**config.mk**
```make
export PLATFORM = sky130hd
export DESIGN_NAME = dual_slope_ctrl
export DESIGN_NICKNAME = d
export VERILOG_FILES = /design/src/rtl/dual_slope_ctrl.sv
export SDC_FILE = /design/constraint.sdc
export NUM_CORES = 1
export LEC_CHECK = 0
export CAP_MARGIN = 20
export CORE_MARGIN = 4
export CORE_UTILIZATION = 36
export DETAILED_ROUTE_END_ITERATION = 12
export HOLD_SLACK_MARGIN = 0.05
export SETUP_SLACK_MARGIN = 0.4
export SYNTH_ARGS = -nofsm -noshare
export SYNTH_HDL_FRONTEND = slang
export SYNTH_SLANG_ARGS = --single-unit
```
**constraint.sdc**
```tcl
create_clock -name clk_i -period 2.2 [get_ports clk_i]
set_clock_uncertainty 0.05 [all_clocks]
set_input_delay 0.33 -clock clk_i [delete_from_list [all_inputs] [get_ports clk_i]]
set_output_delay 0.33 -clock clk_i [all_outputs]
set_load 0.02 [all_outputs]
```
**src/rtl/dual_slope_ctrl.sv**
```systemverilog
// Dual-slope ADC sequencer: auto-zero, fixed integrate, timed de-integrate.
// The de-integrate count becomes the result; saturation and timeout flag overrange.
module dual_slope_ctrl #(
    parameter int CNT_W      = 16,
    parameter int AZ_CYCLES  = 1000,
    parameter int INT_CYCLES = 10000,
    parameter int DEINT_MAX  = 20000
) (
    input  logic             clk_i,
    input  logic             rst_ni,
    input  logic             start_i,
    input  logic             abort_i,
    input  logic [2:0]       range_i,
    input  logic [1:0]       mode_i,
    input  logic             comp_i,
    input  logic             sat_hi_i,
    input  logic             sat_lo_i,
    input  logic             ref_ok_i,
    output logic [1:0]       afe_sel_o,
    output logic [2:0]       range_sel_o,
    output logic [1:0]       mode_sel_o,
    output logic             afe_reset_o,
    output logic             ref_sign_o,
    output logic             busy_o,
    output logic [CNT_W-1:0] result_o,
    output logic             sign_o,
    output logic             overrange_o,
    output logic             result_valid_o
);

    typedef enum logic [2:0] {
        S_IDLE,
        S_ARM,
        S_WAIT_REF,
        S_AUTOZERO,
        S_INTEGRATE,
        S_DEINT,
        S_DONE
    } state_t;

    localparam logic [CNT_W-1:0] AZ_LAST    = CNT_W'(AZ_CYCLES - 1);
    localparam logic [CNT_W-1:0] INT_LAST   = CNT_W'(INT_CYCLES - 1);
    localparam logic [CNT_W-1:0] DEINT_LAST = CNT_W'(DEINT_MAX - 1);
    localparam logic [CNT_W-1:0] DEINT_TOP  = CNT_W'(DEINT_MAX);

    // Reset asserts asynchronously but releases two clocks later.
    logic [1:0] rst_sync_q;
    logic       rst_n_int;

    always_ff @(posedge clk_i or negedge rst_ni) begin
        if (!rst_ni) begin
            rst_sync_q <= 2'b00;
        end else begin
            rst_sync_q <= {rst_sync_q[0], 1'b1};
        end
    end

    assign rst_n_int = rst_sync_q[1];

    // AFE status lines: bit 0 comp, 1 sat_hi, 2 sat_lo, 3 ref_ok.
    logic [3:0] afe_raw;
    logic [3:0] sync1_q;
    logic [3:0] sync2_q;
    logic       comp_s;
    logic       sat_s;
    logic       ref_s;

    assign afe_raw = {ref_ok_i, sat_lo_i, sat_hi_i, comp_i};

    generate
        for (genvar gi = 0; gi < 4; gi++) begin : g_sync
            always_ff @(posedge clk_i or negedge rst_n_int) begin
                if (!rst_n_int) begin
                    sync1_q[gi] <= 1'b0;
                    sync2_q[gi] <= 1'b0;
                end else begin
                    sync1_q[gi] <= afe_raw[gi];
                    sync2_q[gi] <= sync1_q[gi];
                end
            end
        end
    endgenerate

    assign comp_s = sync2_q[0];
    assign sat_s  = sync2_q[1] | sync2_q[2];
    assign ref_s  = sync2_q[3];

    state_t           state_q, state_d;
    logic [CNT_W-1:0] cnt_q, cnt_d;
    logic             pol_q, pol_d;
    logic [2:0]       range_q, range_d;
    logic [1:0]       mode_q, mode_d;
    logic [CNT_W-1:0] res_d;
    logic             ovr_d;

    logic [1:0]       afe_sel_q;
    logic             afe_reset_q;
    logic             ref_sign_q;
    logic             busy_q;
    logic [CNT_W-1:0] result_q;
    logic             sign_q;
    logic             overrange_q;
    logic             valid_q;

    function automatic logic [1:0] sel_of(input state_t s);
        case (s)
            S_AUTOZERO:  sel_of = 2'b01;
            S_INTEGRATE: sel_of = 2'b10;
            S_DEINT:     sel_of = 2'b11;
            default:     sel_of = 2'b00;
        endcase
    endfunction

    always_comb begin
        state_d = state_q;
        cnt_d   = cnt_q;
        pol_d   = pol_q;
        range_d = range_q;
        mode_d  = mode_q;
        res_d   = result_q;
        ovr_d   = overrange_q;

        case (state_q)
            S_IDLE: begin
                if (start_i && !abort_i) begin
                    state_d = S_ARM;
                    range_d = range_i;
                    mode_d  = mode_i;
                    pol_d   = 1'b0;
                end
            end
            S_ARM: begin
                state_d = S_WAIT_REF;
                cnt_d   = '0;
            end
            S_WAIT_REF: begin
                if (ref_s) begin
                    state_d = S_AUTOZERO;
                    cnt_d   = '0;
                end
            end
            S_AUTOZERO: begin
                if (sat_s) begin
                    state_d = S_DONE;
                    res_d   = '1;
                    ovr_d   = 1'b1;
                end else if (cnt_q == AZ_LAST) begin
                    state_d = S_INTEGRATE;
                    cnt_d   = '0;
                end else begin
                    cnt_d = cnt_q + 1'b1;
                end
            end
            S_INTEGRATE: begin
                if (sat_s) begin
                    state_d = S_DONE;
                    res_d   = '1;
                    ovr_d   = 1'b1;
                end else if (cnt_q == INT_LAST) begin
                    state_d = S_DEINT;
                    cnt_d   = '0;
                    pol_d   = comp_s;
                end else begin
                    cnt_d = cnt_q + 1'b1;
                end
            end
            S_DEINT: begin
                // Zero crossing is taken at face value; synchronizer delay stays in the count.
                if (sat_s) begin
                    state_d = S_DONE;
                    res_d   = '1;
                    ovr_d   = 1'b1;
                end else if (comp_s != pol_q) begin
                    state_d = S_DONE;
                    res_d   = cnt_q;
                    ovr_d   = 1'b0;
                end else if (cnt_q == DEINT_LAST) begin
                    state_d = S_DONE;
                    res_d   = DEINT_TOP;
                    ovr_d   = 1'b1;
                end else begin
                    cnt_d = cnt_q + 1'b1;
                end
            end
            S_DONE: begin
                state_d = S_IDLE;
            end
            default: begin
                state_d = S_IDLE;
            end
        endcase

        // DONE is allowed to finish so a completed result is never lost.
        if (abort_i && state_q != S_IDLE && state_q != S_DONE) begin
            state_d = S_IDLE;
        end
    end

    always_ff @(posedge clk_i or negedge rst_n_int) begin
        if (!rst_n_int) begin
            state_q     <= S_IDLE;
            cnt_q       <= '0;
            pol_q       <= 1'b0;
            range_q     <= 3'b000;
            mode_q      <= 2'b00;
            afe_sel_q   <= 2'b00;
            afe_reset_q <= 1'b0;
            ref_sign_q  <= 1'b0;
            busy_q      <= 1'b0;
            result_q    <= '0;
            sign_q      <= 1'b0;
            overrange_q <= 1'b0;
            valid_q     <= 1'b0;
        end else begin
            state_q     <= state_d;
            cnt_q       <= cnt_d;
            pol_q       <= pol_d;
            range_q     <= range_d;
            mode_q      <= mode_d;
            afe_sel_q   <= sel_of(state_d);
            afe_reset_q <= (state_d == S_ARM);
            ref_sign_q  <= (state_d == S_DEINT) && pol_d;
            busy_q      <= (state_d != S_IDLE);
            valid_q     <= (state_d == S_DONE);
            if (state_d == S_DONE) begin
                result_q    <= res_d;
                sign_q      <= pol_d;
                overrange_q <= ovr_d;
            end
        end
    end

    assign afe_sel_o      = afe_sel_q;
    assign range_sel_o    = range_q;
    assign mode_sel_o     = mode_q;
    assign afe_reset_o    = afe_reset_q;
    assign ref_sign_o     = ref_sign_q;
    assign busy_o         = busy_q;
    assign result_o       = result_q;
    assign sign_o         = sign_q;
    assign overrange_o    = overrange_q;
    assign result_valid_o = valid_q;

endmodule

```
After elaboration in Yosys (flattened, before gate mapping)
Cells that the tools add are included.

$add $sub $neg: 1. Eq/ne operators: 23. Mux-type cells: 35. Bitwise logic cells: 1. Reduce and logical (&&, ||, !) cells: 14.

Operators with widths (count): two-way mux 16 bit (12); case mux 16 bit (5 select lines) (1); case mux 16 bit (2 select lines) (1); two-way mux 3 bit (10); case mux 3 bit (6 select lines) (1); adder 16 x 1 -> 16 bit, second input constant (1); equality test 16 x 10 -> 1 bit, second input constant (1); equality test 16 x 14 -> 1 bit, second input constant (1); equality test 16 x 15 -> 1 bit, second input constant (1); equality test 3 bit, second input constant (5); inequality test 2 bit, second input constant (6); equality test 3 x 2 -> 1 bit, second input constant (3); two-way mux 1 bit (7); AND reduction 7 bit (1); equality test 3 x 1 -> 1 bit, second input constant (2); case mux 2 bit (3 select lines) (1); nonzero test 3 bit (2); nonzero test 5 bit (1); logical AND 1 bit (4); inequality test 4 bit, second input constant (1); case mux 1 bit (2 select lines) (2); AND reduction 4 bit (1); zero test 3 bit (1); inequality test 3 bit, second input constant (1); other kinds (7) (7).

Register bits: 59. Word-level logic and storage cells: 96.

Longest topological paths before layout
Gate-level depths: netlist of the first run.

Depth in word-level cells: 8. Mapped depth: 9.

Worst setup path after synthesis of the first run
OpenSTA, ideal clock, no wires.

Path kind: register -> register. Start: reg cnt_q[0]. End: reg cnt_q[15]. Library setup time: 0.125 ns. Arrival time: 1.969 ns. Data required time: 2.025 ns. Path slack: 0.056 ns. Stages on the path, launching flop included: 10. Cells stage by stage: dfrtp_1 > ha_1 > and4_1 > clkbuf_1 > and4_4 > a211oi_4 > buf_6 > nand3_1 > xor2_1 > nor2_1.

Cells in the longest elaborated chain, start to end: 5. Elaborated cells on any way between the ends: 14. Classes of those cells: 1 x add/sub; 4 x eq/ne; 8 x mux; 1 x reduce/logical.

RTL lines: start: declaration (RTL line 89) `logic [CNT_W-1:0] cnt_q, cnt_d;`; start signal: assignment (RTL line 216) `cnt_q <= cnt_d;`; adder 16 x 1 -> 16 bit (RTL line 151, 164, 182); two-way mux 16 bit (RTL line 177) `end else if (cnt_q == DEINT_LAST) begin`; two-way mux 16 bit (RTL line 173) `end else if (comp_s != pol_q) begin`; two-way mux 16 bit (RTL line 169) `if (sat_s) begin`; case mux 16 bit (5 select lines) (RTL line 123) `case (state_q)`.

Several ways; a longest one is shown, not always the timed one. The select of a mux whose other input is x is not followed. A chain may end at the register's enable or synchronous reset.

Final worst setup path of the first run
Start: reg state_q[0]. End: reg sign_q, in the netlist sign_o.

Elaborated cells on any way between the ends: 23. Classes of those cells: 7 x eq/ne; 12 x mux; 4 x reduce/logical.

RTL lines: start: declaration (RTL line 88) `state_t state_q, state_d;`; start signal: assignment (RTL line 215) `state_q <= state_d;`; branches (longest 3 deep; another with case mux 3 bit (6 select lines)); two-way mux 3 bit (*) (RTL line 194) `if (abort_i && state_q != S_IDLE && state_q != S_DONE) begin`; named net state_d[2] (RTL line 88); equality test 3 bit (*) (RTL line 225) `if (state_d == S_DONE) begin`; end signal: assignment (RTL line 227) `sign_q <= pol_d;`; end: declaration (RTL line 101) `logic sign_q;`.

Mark *: on every way through the listed nets, which the timed path passes.

==> results.cfg, run 1 <==
[worst_setup_path]
worstSetupPathType = reg -> reg
ff2ff_path_depth = 6
critPathLaunch = state_q[0]
start_kind = flip-flop
worstPathMaxFanout = 11
timing.rr.start = state_q[0]
worstPathRequired_ps = 2370
crit_path_end_kind = flip-flop
cp.arrival_ps = 2200

[finish]
insertedDiodeCount = 0
syn2layout_area_growth_pct = 46.9
drive_gt1_share_pct = 33.5
stdcell_count = 454
fin_nets = 364
finish.utilization_pct = 55.3
stdcell_area_um2 = 4080

[clocking]
root_buffer = clkbuf_8
cts_tree = done
clock-sinks = 59
path_clk_slew_ps = 60
cts.path.max_buffers = 2
numCtsBuffers = 9
clk_latency_ps = 340
cts_max_level = 3

[timing]
hold_slack_ps = 102
max_freq_mhz = 492
fin_setup_tns_ps = 0
rsz0062_at_grt = true
worst_pin_slew_ps = 601
slew_headroom_pct = 60.0
hold_violations = 0
fin_crit_sh_pct = 92.4
period_minus_slack_ps = 2030
drv_slew = 0
finalSetupViolations = 0
worst_slack_ps = 168

[global_route]
grt_start_max_net_pins = 33
grtUsageTotal_pct = 15.7
first_global_vias = 2237
antenna_found_initial = 0
grt_pass1_wl_um = 10900
gr-total-overflow = 0

[placed_design]
dpl-instance-area_um2 = 3510
gp_congestion = 0.815
placed_cells = 420
dp_hpwl_um = 4310
port_buffers = 41
dp_slack_ps = 115

[power_and_ir_drop]
pwr_density_cell_nw_per_um2 = 1110
p_leak_nw = 1.75
peakVddDrop_mv = 0.433
power_mw = 4.54

[die]
die_w_um = 95.8
boundaryPins = 42
core_um2 = 7370
die_height_um = 95.8
die_area_um2 = 9180
initial_core_util_pct = 37.7
rows = 31

[synth]
synth_flop_cell = dfrtp_1
synth_area_leader_cell = dfrtp_1
synthCells = 269
ys_warn_count = 0
yosysUniqueCellTypes = 47
synth-edff-count = 0
yosysMostFrequentCell = dfrtp_1
yosysSeqAreaShare_pct = 53.2
syn_area_um2 = 2780
synth-seq-cells = 59
synth_fp_nets = 283
synth.top_cell.area_share_pct = 53.2
synthTopCellsByArea = dfrtp_1 (53%), nor2_1 (5.7%), nand2_1 (3.8%)
ys_top_cells_by_count = dfrtp_1 (59), nor2_1 (42), nand2_1 (28)
syn_area_per_cell_um2 = 10.3
async_flop_share_pct = 100

[drt]
vias = 2223
drt_iter0_drc = 170
wl_per_cell_um = 14.4
via_per_inst = 4.90
remaining_drc_errors = 0
first_pass_iters = 5
ant_nets = 0
routed_wl_um = 6560

[hold_path]
holdCritPathClass = in -> async

[outcome]
status = finished clean

[run]
cap_violations = 0
[layout by cell type (no fill, tap or decap), types with 3 or more instances in the layout]
| cell type | n |
|---|---|
| or3_1 | 3 |
| nand3_1 | 12 |
| inv_1 | 4 |
| dfrtp_2 | 4 |
| buf_6 | 3 |
| a21oi_2 | 17 |
| nor2_4 | 7 |
| a21oi_1 | 13 |
| buf_4 | 31 |
| nor3_1 | 4 |
| xor2_1 | 12 |
| buf_12 | 3 |
| clkinv_2 | 3 |
| a31oi_1 | 3 |
| and3_1 | 7 |
| nand2_1 | 27 |
| and2_1 | 3 |
| clkdlybuf4s50_1 | 41 |
| dfrtp_1 | 55 |
| clkbuf_8 | 11 |
| nand4_1 | 5 |
| nor2_2 | 9 |
| o21a_1 | 3 |
| nor2_1 | 26 |
[what timing repair did]
item	CTS	global route
cloned	2	2
setup buffers	10	4
gates resized for setup	13	27
hold buffers	0	0
endpoints found under the setup margin	39	40
pin swaps	7	9
[metal layers]
metal	global-route usage, %	wire, µm	vias to the layer above	share of wire, %
met5	0	0	-	0
met4	7.23	75	0	1.1
met3	3.28	260	5	4.0
met2	23.8	3060	49	47
met1	21.4	3160	1064	48
li1	-	-	1105	-
[sequential cells by signal, indices dropped and copies added, names as in the netlist, 2 cells and up]
name,count
afe_sel_o,2
cnt_q,16
mode_sel_o,2
range_sel_o,3
result_o,16
rst_sync_q,2
state_q,3
sync1_q,4
sync2_q,2
[area by class of cell]
| class | instances | area (µm²) |
|---|---|---|
| clock buffers | 11 | 151 |
| fillers | 657 | 3290 |
| clock inverters | 5 | 75.1 |
| multi-input cells | 193 | 1390 |
| repair buffers | 83 | 846 |
| inverters | 4 | 15.0 |
| well taps | 99 | 124 |
| flip-flops and latches | 59 | 1480 |
[power by group]
group / switching (mW) / internal, mW / total (mW)
Sequential: 0.197 / 1.32 / 1.52
Combinational: 0.925 / 0.978 / 1.90
Clock: 0.425 / 0.693 / 1.12
Total: 1.55 / 2.99 / 4.54
[critical path, stage by stage (launching register included)]
cell	delay [ps]
dfrtp_1	570
and3b_2	290
nor2_1	80
a211oi_4	230
a21boi_4	270
buf_4	150
mux2_4	280
[final timing paths]
path / end / slack (ps)
max in group asynchronous: cnt_q[7] / 1290
min: rst_sync_q[1] / 100
max: sign_o / 170
max reg2reg: sign_o / 170
min in group clk_i: comp_s / 300
min reg2reg: sync1_q[1] / 220
[kinds of logic (layout without fill, tap and decap cells)]
family | count (synthesis) | count (layout) | share of synthesized area, %
compound gates | 50 | 50 | 13.9
fa+ha+maj | 1 | 1 | 0.451
mux | 3 | 3 | 1.13
buf+inv | 17 | 103 | 3.65
simple gates | 125 | 125 | 23.4
other cells | 1 | 1 | 0.135
xor+xnor | 13 | 13 | 4.10
flops | 59 | 59 | 53.2
No activity file was read; power rests on OpenSTA's default activity.
==> run 2: changes to the inputs <==
==> constraint.sdc (replaced) <==
create_clock -name clk_i -period 2.35 [get_ports clk_i]
set_clock_uncertainty 0.05 [all_clocks]
set_input_delay 0.3525 -clock clk_i [delete_from_list [all_inputs] [get_ports clk_i]]
set_output_delay 0.3525 -clock clk_i [all_outputs]
set_load 0.02 [all_outputs]
==> run 2 against run 1 <==
  * Highest routed layer unchanged
  * Critical endpoint is now cnt_q[11]
  * Register-to-register slack improved by 170 ps
  * Count of clock-buffer cells in the layout increased by 1
  * Maximum frequency increased by 1.0%
  * Critical path type unchanged
  * Combinational power decreased by 5%
  * Clock power decreased by 5%
  * Global-route usage decreased by 0.34 points
  * Flip-flop and latch count unchanged
  * Sequential share of layout area increased by 1.4 points
  * Final cell count decreased by 0.88%
  * Critical path depth increased by 1
  * Via count increased by 0.90%
==> results.cfg, run 2 (synthesis results as in run 1) <==
[global_route]
grt_start_max_net_pins = 31
gr-total-overflow = 0
grtUsageTotal_pct = 15.3
grt_pass1_wl_um = 10800
antenna_found_initial = 0
first_global_vias = 2205

[worst_setup_path]
critical_path.slowest_cell = dfrtp_2
cp.arrival_ps = 2210
slowest_delay_ps = 450
worstPathCellList = or3_1 -> o211a_2 -> a211oi_4 -> buf_12 -> and2_1 -> a31oi_1 -> a31oi_1
timing.rr.start = state_q[1]
crit_path_end_kind = flip-flop
worstSetupPathType = reg -> reg
start_kind = flip-flop
worstPathMaxFanout = 16
crit_top_cell = a31oi_1
critPathLaunch = state_q[1]
worstPathRequired_ps = 2550
rrSetupSlack_ps = 340

[drt]
drt_iter0_drc = 125
wl_per_cell_um = 14.5
first_pass_iters = 4
ant_nets = 0
remaining_drc_errors = 0
routed_wl_um = 6530
vias = 2243
via_per_inst = 4.98

[die]
boundaryPins = 42
die_area_um2 = 9180
die_w_um = 95.8
rows = 31
die_height_um = 95.8
core_um2 = 7370
initial_core_util_pct = 37.7

[finish]
finish.utilization_pct = 53.4
syn2layout_area_growth_pct = 41.7
fin_nets = 360
final_common_cell = dfrtp_1
insertedDiodeCount = 0
drive_gt1_share_pct = 28.8
layout_common_cells = dfrtp_1 (53), clkdlybuf4s50_1 (41), nor2_1 (38), buf_4 (31), nand2_1 (25)
stdcell_count = 450

[clocking]
path_clk_slew_ps = 70
clk_latency_ps = 340
cts.path.max_buffers = 2
hold_buffers = 0
cts_tree = done
root_buffer = clkbuf_8
numCtsBuffers = 9
clock-sinks = 59
cts_max_level = 3

[placed_design]
port_buffers = 41
dp_hpwl_um = 4350
placed_cells = 415
gp_congestion = 0.913

[power_and_ir_drop]
p_leak_nw = 1.70
peakVddDrop_mv = 0.394
pwr_density_cell_nw_per_um2 = 1080

[timing]
finalSetupViolations = 0
hold_violations = 0
rsz0062_at_grt = true
fin_setup_tns_ps = 0
hold_slack_ps = 120
worst_pin_slew_ps = 677
max_freq_mhz = 497
drv_slew = 0
period_minus_slack_ps = 2010
fin_crit_sh_pct = 85.6
slew_headroom_pct = 54.9

[hold_path]
holdCritPathClass = in -> async

[outcome]
status = finished clean

[run]
cap_violations = 0
## run 2: layout make-up
type	count	area (µm²)
fill	642	3440
clock inverter	4	72.6
tap	99	124
timing repair buffer	79	773
inverter	4	15.0
multi-input combinational	193	1310
clock buffer	12	155
sequential	59	1480
## run 2: where the power goes
part | internal (mW) | switching [mW] | total, mW
sequential | 1.24 | 0.172 | 1.41
clock | 0.654 | 0.407 | 1.06
combinational | 0.940 | 0.858 | 1.80
total | 2.83 | 1.44 | 4.27
## run 2: through the flow
step	worst slack [ps]	cell area, µm²	power, mW
after detailed placement	184	3450	2.93
final	339	3930	4.27
after CTS	338	3870	4.19
after global placement	192	3450	2.91
after floorplan	315	2830	2.28
after global routing	226	3930	4.52
## run 2: repair_timing
| item | CTS | global route |
|---|---|---|
| pin swaps | 9 | 4 |
| cloned | 1 | 0 |
| gates resized for setup | 15 | 7 |
| endpoints found under the setup margin | 33 | 37 |
| buffers inserted | 13 | 5 |
## run 2: path summary, 6_finish.rpt
kind,endpoint,cells past startpoint
max in group asynchronous,cnt_q[5],1
min in group clk_i,sync2_q[1],0
worst max-delay path,cnt_q[11],7
worst max register to register,cnt_q[11],7
worst min register to register,cnt_q[13],0
worst min-delay path,rst_sync_q[0],1
## run 2: per-layer routing
layer / part of all wire, % / global-route usage, % / wire length, µm
met5: 0 / 0 / 0
met4: 1.3 / 5.57 / 88
met3: 4.4 / 4.53 / 288
met2: 48 / 23.1 / 3110
met1: 47 / 20.8 / 3040
## run 2: worst max-delay path, delay by kind of cell, from the launching register on
| family | cells | cell delay (ps) |
|---|---|---|
| buffers and inverters | 1 | 180 |
| AND/OR/NAND/NOR | 2 | 530 |
| flip-flops | 1 | 450 |
| AO/OA/AOI/OAI | 4 | 710 |
==> run 3: changes to the inputs <==
--- a/config.mk
+++ b/config.mk
@@ -10,7 +10,8 @@
 export CORE_UTILIZATION = 36
 export DETAILED_ROUTE_END_ITERATION = 12
 export HOLD_SLACK_MARGIN = 0.05
-export SETUP_SLACK_MARGIN = 0.4
+export SETUP_SLACK_MARGIN = 0.02
+export SLEW_MARGIN = 20
 export SYNTH_ARGS = -nofsm -noshare
 export SYNTH_HDL_FRONTEND = slang
 export SYNTH_SLANG_ARGS = --single-unit
==> run 3 against run 2 <==
  * Design area fell by 8.0%
  * First-iteration DRC count rose by 22%
  * Final cell count fell by 5.1%
  * Core utilization fell by 4.3 points
  * Wire length fell by 13%
  * Combinational power fell by 22%
  * Worst setup slack got worse by 200 ps
  * Global-route usage fell by 1.4 points
  * Sequential power barely moved
  * Critical path depth rose by 1
  * Flip-flop and latch count did not move
==> results.cfg, run 3 (synthesis results as in run 1) <==
[outcome]
status = finished clean

[hold_path]
holdCritPathClass = in -> async

[global_route]
gr-total-overflow = 0
grtUsageTotal_pct = 13.9
grt_start_max_net_pins = 58
first_global_vias = 2013
grt_pass1_wl_um = 9750
antenna_found_initial = 0

[clocking]
cts.path.max_buffers = 2
cts_tree = done
cts_max_level = 3
clk_latency_ps = 330
hold_buffers = 0
root_buffer = clkbuf_8
numCtsBuffers = 9
clock-sinks = 59
path_clk_slew_ps = 70

[power_and_ir_drop]
peakVddDrop_mv = 0.475
p_leak_nw = 1.56
power_mw = 3.91
pwr_density_cell_nw_per_um2 = 1080

[worst_setup_path]
worstPathRequired_ps = 2550
crit_path_end_kind = flip-flop
worstSetupPathType = reg -> reg
worstPathMaxFanout = 35
start_kind = flip-flop
cp.arrival_ps = 2410

[timing]
hold_violations = 0
fin_crit_sh_pct = 93.9
fin_setup_tns_ps = 0
drv_slew = 0
worst_pin_slew_ps = 696
slew_headroom_pct = 53.6
finalSetupViolations = 0
max_freq_mhz = 453
period_minus_slack_ps = 2210

[drt]
via_per_inst = 4.85
vias = 2070
remaining_drc_errors = 0
ant_nets = 0
wl_per_cell_um = 13.3
routed_wl_um = 5690
first_pass_iters = 4
drt_iter0_drc = 152

[finish]
fin_nets = 337
syn2layout_area_growth_pct = 30.4
insertedDiodeCount = 0
final_common_cell = dfrtp_1
layout_common_cells = dfrtp_1 (58), nor2_1 (42), clkdlybuf4s50_1 (41), nand2_1 (28), a21oi_1 (18)
drive_gt1_share_pct = 17.1
stdcell_area_um2 = 3620

[die]
die_w_um = 95.8
core_um2 = 7370
die_height_um = 95.8
initial_core_util_pct = 37.7
die_area_um2 = 9180
rows = 31
boundaryPins = 42

[placed_design]
dpl-instance-area_um2 = 3360
port_buffers = 41
gp_congestion = 0.873
dp_hpwl_um = 3970

[run]
cap_violations = 0
==> run 3: changes by cell type in the layout (fill, tap and decap cells not counted), sizes merged <==
cell	delta
buf	-23
clkbuf	-2
bufinv	+1
clkinvlp	+1
==> run 3: routing by layer <==
layer	track usage (%)	part of all wire, %	up-vias
li1	-	-	1038
met4	7.82	2.4	0
met2	20.9	45	45
met1	18.4	48	976
met5	0	0	-
met3	3.13	4.9	11
==> run 3: per-stage QoR <==
| step | hold slack, ps | cells | setup WS, ps | utilization, % |
|---|---|---|---|---|
| after floorplan | 6.91 | 269 | 206 | - |
| after global placement | 281 | 410 | 193 | 45.5 |
| after detailed placement | 285 | 410 | 146 | 45.5 |
| after CTS | 113 | 426 | 118 | 48.8 |
| after global routing | 122 | 427 | -2.54 | 49.1 |
| final | 128 | 427 | 143 | 49.1 |
==> run 3: final timing paths <==
kind,end,slack (ps),start,cells after the start
setup / recovery,overrange_o,140,cnt_q[1],8
hold / removal,rst_sync_q[0],130,rst_ni,1
setup reg to reg,overrange_o,140,cnt_q[1],8
hold reg to reg,rst_sync_q[1],300,rst_sync_q[0],0
max in group asynchronous,sign_o,1450,rst_sync_q[1],1
min in group clk_i,rst_sync_q[1],300,rst_sync_q[0],0
==> run 3: worst max-delay path, stage by stage, from the launching register on <==
cell,delay (ps)
dfrtp_1,440
ha_1,240
nand4b_1,140
nand4b_4,250
a211oi_4,340
a21boi_4,270
buf_12,220
nor2_1,60
a31oi_1,130
==> run 3: layout make-up <==
cell class                      instances  area [µm²]
Clock buffer                           10         128
Multi-Input combinational cell        193        1210
Fill cell                             681        3750
Tap cell                               99         124
Timing Repair Buffer                   56         548
Sequential cell                        59        1480
Inverter                                4        15.0
Clock inverter                          6         114
==> run 3: power breakdown <==
part	internal (mW)	leakage, nW	switching (mW)
Clock	0.706	0.113	0.407
Combinational	0.657	0.740	0.744
Sequential	1.23	0.711	0.162
Total	2.60	1.56	1.31
==> run 3: timing repair <==
item,in CTS,in global routing
gates resized for setup,0,2
endpoints found under the hold margin,0,0
buffers inserted,0,1
setup endpoints to repair,0,30
